**config.mk**
```make
export PLATFORM = sky130hd
export DESIGN_NAME = act_skew_feeder
export DESIGN_NICKNAME = d
export VERILOG_FILES = /design/src/rtl/act_skew_feeder.sv
export SDC_FILE = /design/constraint.sdc
export NUM_CORES = 1
export LEC_CHECK = 0
export ABC_AREA = 1
export CAP_MARGIN = 10
export CORE_UTILIZATION = 35
export CTS_CLUSTER_DIAMETER = 120
export DETAILED_ROUTE_END_ITERATION = 12
export GPL_ROUTABILITY_DRIVEN = 0
export HOLD_SLACK_MARGIN = 0.12
export SYNTH_ARGS = -nofsm -noshare
export SYNTH_HDL_FRONTEND = slang
export SYNTH_SLANG_ARGS = --single-unit
```
**constraint.sdc**
```tcl
create_clock -name clk -period 3.9 [get_ports clk]
set_clock_uncertainty 0.2 [all_clocks]
set_input_delay 0.39 -clock clk [delete_from_list [all_inputs] [get_ports clk]]
set_output_delay 0.39 -clock clk [all_outputs]
set_load 0.05 [all_outputs]
```
**src/rtl/act_skew_feeder.sv**
```systemverilog
// act_skew_feeder: turns one accepted activation vector per handshake into the diagonal
// wavefront the systolic pe rows expect; row r sees element r exactly r+1 edges later.
module act_skew_feeder #(
  parameter int ACT_WIDTH = 16,
  parameter int NUM_ROWS  = 4,
  parameter int CNT_WIDTH = 16
) (
  input  logic                          clk,
  input  logic                          reset,
  input  logic                          in_valid,
  output logic                          in_ready,
  input  logic                          in_last,
  input  logic [NUM_ROWS*ACT_WIDTH-1:0] in_data,
  output logic [NUM_ROWS*ACT_WIDTH-1:0] out_a,
  output logic [NUM_ROWS-1:0]           out_row_valid,
  output logic                          busy,
  output logic                          done,
  output logic [CNT_WIDTH-1:0]          beat_count
);

  localparam logic [1:0] ST_IDLE   = 2'd0;
  localparam logic [1:0] ST_STREAM = 2'd1;
  localparam logic [1:0] ST_FLUSH  = 2'd2;

  localparam int FC_WIDTH = (NUM_ROWS > 2) ? $clog2(NUM_ROWS - 1) : 1;
  localparam logic [FC_WIDTH-1:0]  FLUSH_LOAD = FC_WIDTH'((NUM_ROWS >= 2) ? NUM_ROWS - 2 : 0);
  localparam logic [CNT_WIDTH-1:0] CNT_MAX    = '1;

  logic [1:0]          state;
  logic [FC_WIDTH-1:0] flush_cnt;
  logic                hs;

  assign in_ready = (state != ST_FLUSH);
  assign busy     = (state != ST_IDLE);
  assign hs       = in_valid && in_ready;

  // The flush counter runs until the last element has walked down to the bottom row.
  always_ff @(posedge clk or negedge reset) begin
    if (!reset) begin
      state     <= ST_IDLE;
      flush_cnt <= '0;
      done      <= 1'b0;
    end else begin
      done <= 1'b0;
      case (state)
        ST_IDLE, ST_STREAM: begin
          if (hs) begin
            if (!in_last) begin
              state <= ST_STREAM;
            end else if (NUM_ROWS > 1) begin
              state     <= ST_FLUSH;
              flush_cnt <= FLUSH_LOAD;
            end else begin
              state <= ST_IDLE;
              done  <= 1'b1;
            end
          end
        end
        ST_FLUSH: begin
          if (flush_cnt == '0) begin
            state <= ST_IDLE;
            done  <= 1'b1;
          end else begin
            flush_cnt <= flush_cnt - FC_WIDTH'(1);
          end
        end
        default: state <= ST_IDLE;
      endcase
    end
  end

  always_ff @(posedge clk or negedge reset) begin
    if (!reset) begin
      beat_count <= '0;
    end else if (hs) begin
      if (state == ST_IDLE) begin
        beat_count <= CNT_WIDTH'(1);
      end else if (beat_count != CNT_MAX) begin
        beat_count <= beat_count + CNT_WIDTH'(1);
      end
    end
  end

  // Chains never stall: the array is free-running, so a bubble becomes a zero on the wire.
  for (genvar r = 0; r < NUM_ROWS; r++) begin : g_row
    logic [ACT_WIDTH-1:0] data_q [0:r];
    logic [r:0]           valid_q;

    always_ff @(posedge clk or negedge reset) begin
      if (!reset) begin
        for (int i = 0; i <= r; i++) begin
          data_q[i] <= '0;
        end
        valid_q <= '0;
      end else begin
        data_q[0]  <= hs ? in_data[r*ACT_WIDTH +: ACT_WIDTH] : '0;
        valid_q[0] <= hs;
        for (int i = 1; i <= r; i++) begin
          data_q[i]  <= data_q[i-1];
          valid_q[i] <= valid_q[i-1];
        end
      end
    end

    assign out_a[r*ACT_WIDTH +: ACT_WIDTH] = data_q[r];
    assign out_row_valid[r]                = valid_q[r];
  end

endmodule

```
==> parameters.txt, run 1 <==
Parameter                              Value

Status
  Outcome    completed

Yosys
  Compound-cell area share of the yosys netlist    between 2 and 2.5%
  Simple-gate share of the synthesized area    10.31%
  Synthesized-area fraction occupied by adder cells    less than 1%
  Combinational family with the most area after synthesis    buffers and inverters
  Fraction of synthesized area in multiplexers    0%
  Parity-gate share of the synthesized area counting xor and xnor cells    roughly 1.3%
  Sequential cell area fraction in the yosys report    74.33%
  Synthesized instance count    501
  Number of library cell types mapped by synthesis    25
  Post-synthesis instance area    between 6000 and 7000 um2
  Nets in the synthesized netlist    ~570
  Mean Syn Cell Area    around 12 um2
  Synthesis-stage register bit count    roughly 190
  Warning count from the yosys run    0

Global route
  Remaining global-route overflow    0
  Number of global-route vias before repair    about 3.6k
  Antenna violations before repair    0
  Aggregate global-route resource usage    about an eighth
  Maximum number of pins on one net before global-route repair    between 100 and 150
  Wire length of the first global-routing pass    about 18000 um

Job
  Maximum Capacitance Violations    0

Floorplan
  Initial core utilization    a little over a third
  Die outline area    roughly 18000 um2
  Die outline width    approximately 140 um
  Std-Cell Core Area    ~17000 um2
  Chip height    about 140 um
  Row count    48
  I/O pin count    around 160

Finish
  Total inserted antenna cells    0
  Ratio of cells with drive above 1 in the final layout    approximately 9%
  Most used cells in the layout excluding fill and tap cells    dfrtp_1, clkdlybuf4s50_1, nor2_1
  Synth-to-Final Area Change    32.86%
  Net total in the final layout    around 690
  Most common cell after layout, fill and taps aside    dfrtp_1
  Final Core Density    a little under half

Clock tree
  Maximum count of clock buffers along a single path    2
  Clock network latency to the later pin of the worst-skew pair    around 0.42 ns
  CTS tree    yes
  Count of cells resized by post-cts repair    0
  Clock transition time at the flip-flop clock pins of the worst setup and hold paths    0.08 ns
  Number of buffers inserted during clock tree synthesis    17
  Total number of clock tree sinks    between 150 and 200
  Cell at the root of the clock tree    clkbuf_16
  Number of H-tree levels    4

STA
  Portion of the clock cycle consumed by the worst path in the final layout    68.33%
  Minimum clock period after layout    roughly 2.7 ns
  Max transition margin    roughly 33%
  Endpoints failing hold    0
  Least-Margin Pin Slew    between 1 and 1.5 ns
  Final Max Tran Viols    0
  Total Neg Setup Slack    0 ns
  Max Clk Rate    roughly 380 MHz
  Setup repair after global routing missed its margin    no
  Final-report setup violation count    0

Pwr
  Power density over the cells    roughly 630 nW/um2
  Maximum vdd drop    roughly 0.31 mV
  Leakage power    4.056 nW

Worst setup path
  Crit path required time    between 3 and 4 ns
  Kind of start point of the critical path    flip-flop
  Longest individual stage delay on the worst path    0.86 ns
  Class of the most critical setup path    reg2out
  Worst Path Buf+Inv    2
  Critical Path Sink Type    primary output
  Family with the most delay on the worst path    buffers and inverters
  Highest fanout seen on the critical path    7
  Critical path data arrival time    between 2 and 2.5 ns
  Slowest stage cell, crit path    clkdlybuf4s50_1
  Cell chain of the critical path    nor2_1 -> inv_1 -> clkdlybuf4s50_1

Route
  Drt pass-1 iters    4
  Antenna-violating nets left    0
  Routed len/inst    13.07 um
  Drt first-iter violations    approximately 140
  DRC    0
  Overall routed net length    about 11000 um
  Detailed-route via count    about 3.5k
  Detailed-route vias per instance    slightly above 4

Place
  Count of input and output buffers    roughly 150
  Final HPWL DP    about 7600 um

Worst hold path
  Path class of the lowest-slack min-delay path    reg2reg
==> final timing paths <==
kind                       slack [ns]                         to  depth (start not counted)                          start
max                              1.24                       busy                          3           state[1]$_DFFE_PN0P_
min                              0.14        out_a[38]$_DFF_PN0_                          0  g_row[2].data_q[22]$_DFF_PN0_
max reg2reg                      1.53  beat_count[9]$_DFFE_PN0P_                          7      beat_count[1]$_DFFE_PN0P_
min reg2reg                      0.14        out_a[38]$_DFF_PN0_                          0  g_row[2].data_q[22]$_DFF_PN0_
max in group asynchronous        2.12        out_a[32]$_DFF_PN0_                          3                          reset
min in group asynchronous        0.47        out_a[57]$_DFF_PN0_                          2                          reset
==> stage by stage <==
| step | power, W | hold slack, ns | std cells | cell area [um2] | worst slack (ns) |
|---|---|---|---|---|---|
| final | 0.005184 | 0.1440 | 857 | 8275 | 1.235 |
| after floorplan | 0.003161 | -0.1056 | 501 | 6228 | 1.877 |
| after detailed placement | 0.003521 | 0.1347 | 824 | 7657 | 1.371 |
| after global routing | 0.005434 | 0.1476 | 857 | 8275 | 1.103 |
| after CTS | 0.005255 | 0.1459 | 857 | 8275 | 1.182 |
| after global placement | 0.003495 | 0.1313 | 824 | 7657 | 1.437 |
==> power by group <==
group / internal (W) / total, W / switching (W)
Clock: 0.000923 / 0.00172 / 0.000794
Combinational: 0.000357 / 0.00115 / 0.000797
Sequential: 0.00220 / 0.00231 / 0.000107
==> cell type report <==
cell class	instances	area (um2)
Clock inverter	15	182.7
Clock buffer	17	425.4
Inverter	77	289.0
Timing Repair Buffer	157	1580
Sequential cell	185	4629
Multi-Input combinational cell	181	887.1
Tap cell	225	281.5
Fill cell	1514	9081
==> kinds of logic after synthesis <==
group                      after synthesis
buffers and inverters                  135
and+or+nand+nor                        150
AOI/OAI and AO/OA                       20
adders and majority gates                2
xor gates and xnor gates                 9
DFF                                    185
==> metal layers <==
layer	up-vias	share of wire (%)	GRT usage [%]	wire, um
met1	1716	45	17.09	4990
met4	0	1.4	5.493	154
li1	1677	-	-	-
met5	-	0	0	0
met3	14	6.0	3.779	673
met2	115	48	20.51	5384
==> flip-flops by register name, indices dropped and copies added (netlist names) <==
name           flops
g_row.data_q     112
out_a             48
beat_count        16
g_row.valid_q      4
flush_cnt          2
state              2
done               1
==> worst register-to-register path, delay by kind of cell (launching register included) <==
| family | cells | cell delay [ns] |
|---|---|---|
| AOI/OAI and AO/OA | 2 | 0.88 |
| adders and majority gates | 1 | 0.23 |
| DFF | 1 | 0.42 |
| and+or+nand+nor | 4 | 0.56 |
==> synth_stat cells <==
| library cell | count | area share, % |
|---|---|---|
| nand2_2 | 7 | 0.70 |
| a41oi_1 | 1 | 0.14 |
| nand3_1 | 12 | 0.96 |
| nor2_4 | 3 | 0.54 |
| o21bai_1 | 1 | 0.12 |
| xor2_1 | 6 | 0.84 |
| o21ai_1 | 5 | 0.40 |
| o22ai_1 | 1 | 0.10 |
| buf_6 | 2 | 0.36 |
| inv_1 | 76 | 4.6 |
| o211ai_1 | 1 | 0.12 |
| xnor2_1 | 3 | 0.42 |
| nand2_1 | 40 | 2.4 |
| o21ai_2 | 7 | 0.98 |
| o21ai_0 | 3 | 0.24 |
| ha_1 | 2 | 0.40 |
| buf_4 | 49 | 5.9 |
| inv_2 | 1 | 0.060 |
| a211oi_1 | 1 | 0.12 |
| nand3_4 | 1 | 0.28 |
| buf_2 | 7 | 0.56 |
| dfrtp_1 | 185 | 74 |
| nand4_1 | 2 | 0.20 |
| nor2_1 | 83 | 5.0 |
| or2_2 | 2 | 0.20 |
==> repair_timing <==
action,4_1_cts,5_1_grt
buffers inserted,0,0
hold buffers,1,0
endpoints found under the hold margin,108,0
setup endpoints to repair,0,0
(Power assumes the default switching activity.)
==> run 2, diff against run 1 <==
clock period = 2.45 ns   (was 3.9 ns; I/O delays follow)
==> run 2 against run 1 <==
Compared with the run above: via count is 0.80% higher; worst hold slack got worse by 0.0014 ns; first-iteration DRC count up 0.74%; global-route usage barely moved; sequential share of layout area is 0.68 points lower; count of clock-buffer cells in the layout is the same; cell count rose by 1.2%; register-to-register slack got worse by 1.0 ns; non-clock buffer count increased by 10; sequential power up 59%; utilization up 0.58 points; critical endpoint is now in_ready; largest power group unchanged; highest routed layer unchanged.
==> parameters.txt, run 2 (same netlist as run 1, synthesis figures left out) <==
Parameter                              Value

Finish
  Most common cell after layout, fill and taps aside    dfrtp_1
  Ratio of cells with drive above 1 in the final layout    roughly a tenth
  Filler Cells Inserted    1522
  Number of flip-flops in the largest register    112
  Total inserted antenna cells    0
  Most used cells in the layout excluding fill and tap cells    dfrtp_1, clkdlybuf4s50_1, nor2_1
  Synth-to-Final Area Change    34.49%
  Largest register by flop count    g_row.data_q
  Net total in the final layout    around 700

Clock tree
  Clock network latency to the later pin of the worst-skew pair    about 0.42 ns
  Cell at the root of the clock tree    clkbuf_16
  Clock transition time at the flip-flop clock pins of the worst setup and hold paths    ~0.070 ns
  CTS tree    yes
  Setup Buffers After CTS    0
  Number of buffers inserted during clock tree synthesis    17
  Total number of clock tree sinks    between 150 and 200
  Maximum count of clock buffers along a single path    2
  Number of H-tree levels    4

Worst setup path
  Class of the most critical setup path    reg2out
  Critical path data arrival time    about 1.9 ns
  Critical Path Sink Type    primary output
  Crit path required time    approximately 2 ns
  Worst reg-to-reg setup slack    approximately 0.52 ns
  Kind of start point of the critical path    flip-flop
  Highest fanout seen on the critical path    6

Pwr
  Switch Pwr    0.002687 W
  Switching power as a share of total power    between 30% and 40%
  Maximum vdd drop    roughly 0.52 mV
  Total power of the final layout    roughly 0.0083 W
  Leakage power    just over 4 nW
  Share of power burned in registers    44.6%
  Combinational share of power    ~23%
  Clk pwr share    ~33%
  Power density over the cells    ~990 nW/um2
  Internal power component    0.005564 W

Route
  Detailed-route via count    approximately 3.6k
  DRC    0
  Detailed-route vias per instance    approximately 4.1
  Drt pass-1 iters    4
  Antenna-violating nets left    0
  Drt first-iter violations    136
  Routed len/inst    13.06 um
  Overall routed net length    11320 um

STA
  Endpoints failing hold    0
  Minimum clock period after layout    2.325 ns
  Final Max Tran Viols    0
  Least-Margin Pin Slew    about 0.58 ns
  Setup repair after global routing missed its margin    no
  Max Clk Rate    around 430 MHz
  Min Hold Slack    roughly 0.14 ns
  Max transition margin    a little over 60%
  Final-report setup violation count    0
  Total Neg Setup Slack    0 ns
  Portion of the clock cycle consumed by the worst path in the final layout    between 90% and 100%

Global route
  Remaining global-route overflow    0
  Number of global-route vias before repair    around 3.7k
  Aggregate global-route resource usage    a little over an eighth
  Maximum number of pins on one net before global-route repair    55
  Wire length of the first global-routing pass    about 18000 um
  Antenna violations before repair    0

Floorplan
  I/O pin count    around 160
  Row count    48
  Die outline width    roughly 140 um
  Die outline area    about 18000 um2
  Chip height    roughly 140 um
  Std-Cell Core Area    approximately 17000 um2
  Initial core utilization    roughly 36%

Place
  Final HPWL DP    roughly 8000 um
  Count of input and output buffers    154

Worst hold path
  Path class of the lowest-slack min-delay path    in2reg

Status
  Outcome    completed

Job
  Maximum Capacitance Violations    0
[run 2: critical path: stages, from the launching register on]
cell	delay [ns]
dfrtp_1	0.44
nand2_1	0.18
clkdlybuf4s50_1	0.84
[run 2: final cells by class]
cell class                 count  area, um2  area share (%)
clock buffer                  17      425.4           5.078
clock inverter                15      187.7           2.240
inverter                      77      289.0           3.450
multi-input combinational    181      887.1           10.59
sequential                   185       4629           55.27
tap                          225      281.5           3.361
timing repair buffer         167       1677           20.01
[run 2: final timing paths]
kind,cells after the start,from,end
hold reg to reg,0,g_row[1].data_q[25]$_DFF_PN0_,out_a[25]$_DFF_PN0_
setup / recovery,2,state[1]$_DFFE_PN0P_,in_ready
max in group asynchronous,3,reset,out_a[43]$_DFF_PN0_
min in group asynchronous,2,reset,g_row[3].data_q[28]$_DFF_PN0_
hold / removal,3,in_data[63],g_row[3].data_q[63]$_DFF_PN0_
setup reg to reg,8,beat_count[1]$_DFFE_PN0P_,beat_count[10]$_DFFE_PN0P_
[run 2: power groups by stage]
stage          Sequential (W)  Combinational, W  Clock, W
3_5_place_dp          0.00375           0.00188         0
4_1_cts               0.00369           0.00189   0.00280
6_report              0.00368           0.00187   0.00270
2_1_floorplan         0.00397           0.00106         0
5_1_grt               0.00373           0.00199   0.00293
3_3_place_gp          0.00372           0.00186         0
[run 2: metrics by stage]
stage	instance area, um2	util (%)	std cells	setup WS, ns
CTS	8377	48.26	867	0.1187
detailed placement	7715	44.45	830	0.3952
finish	8377	48.26	867	0.1253
global route	8377	48.26	867	0.02910
floorplan	6228	-	501	0.4266
global placement	7715	44.45	830	0.4518
[run 2: metal layers]
metal	up-vias	global-route usage [%]	routed length, um
met5	-	0	0
met4	0	4.494	108
met3	9	4.003	608
met2	116	20.85	5447
met1	1733	17.15	5155
li1	1692	-	-
[run 2: repair_timing]
item                                   in CTS  in global routing
endpoints found under the hold margin     189                  0
hold buffers                                5                  0
resized for setup                           1                  0
setup endpoints to repair                   1                  0
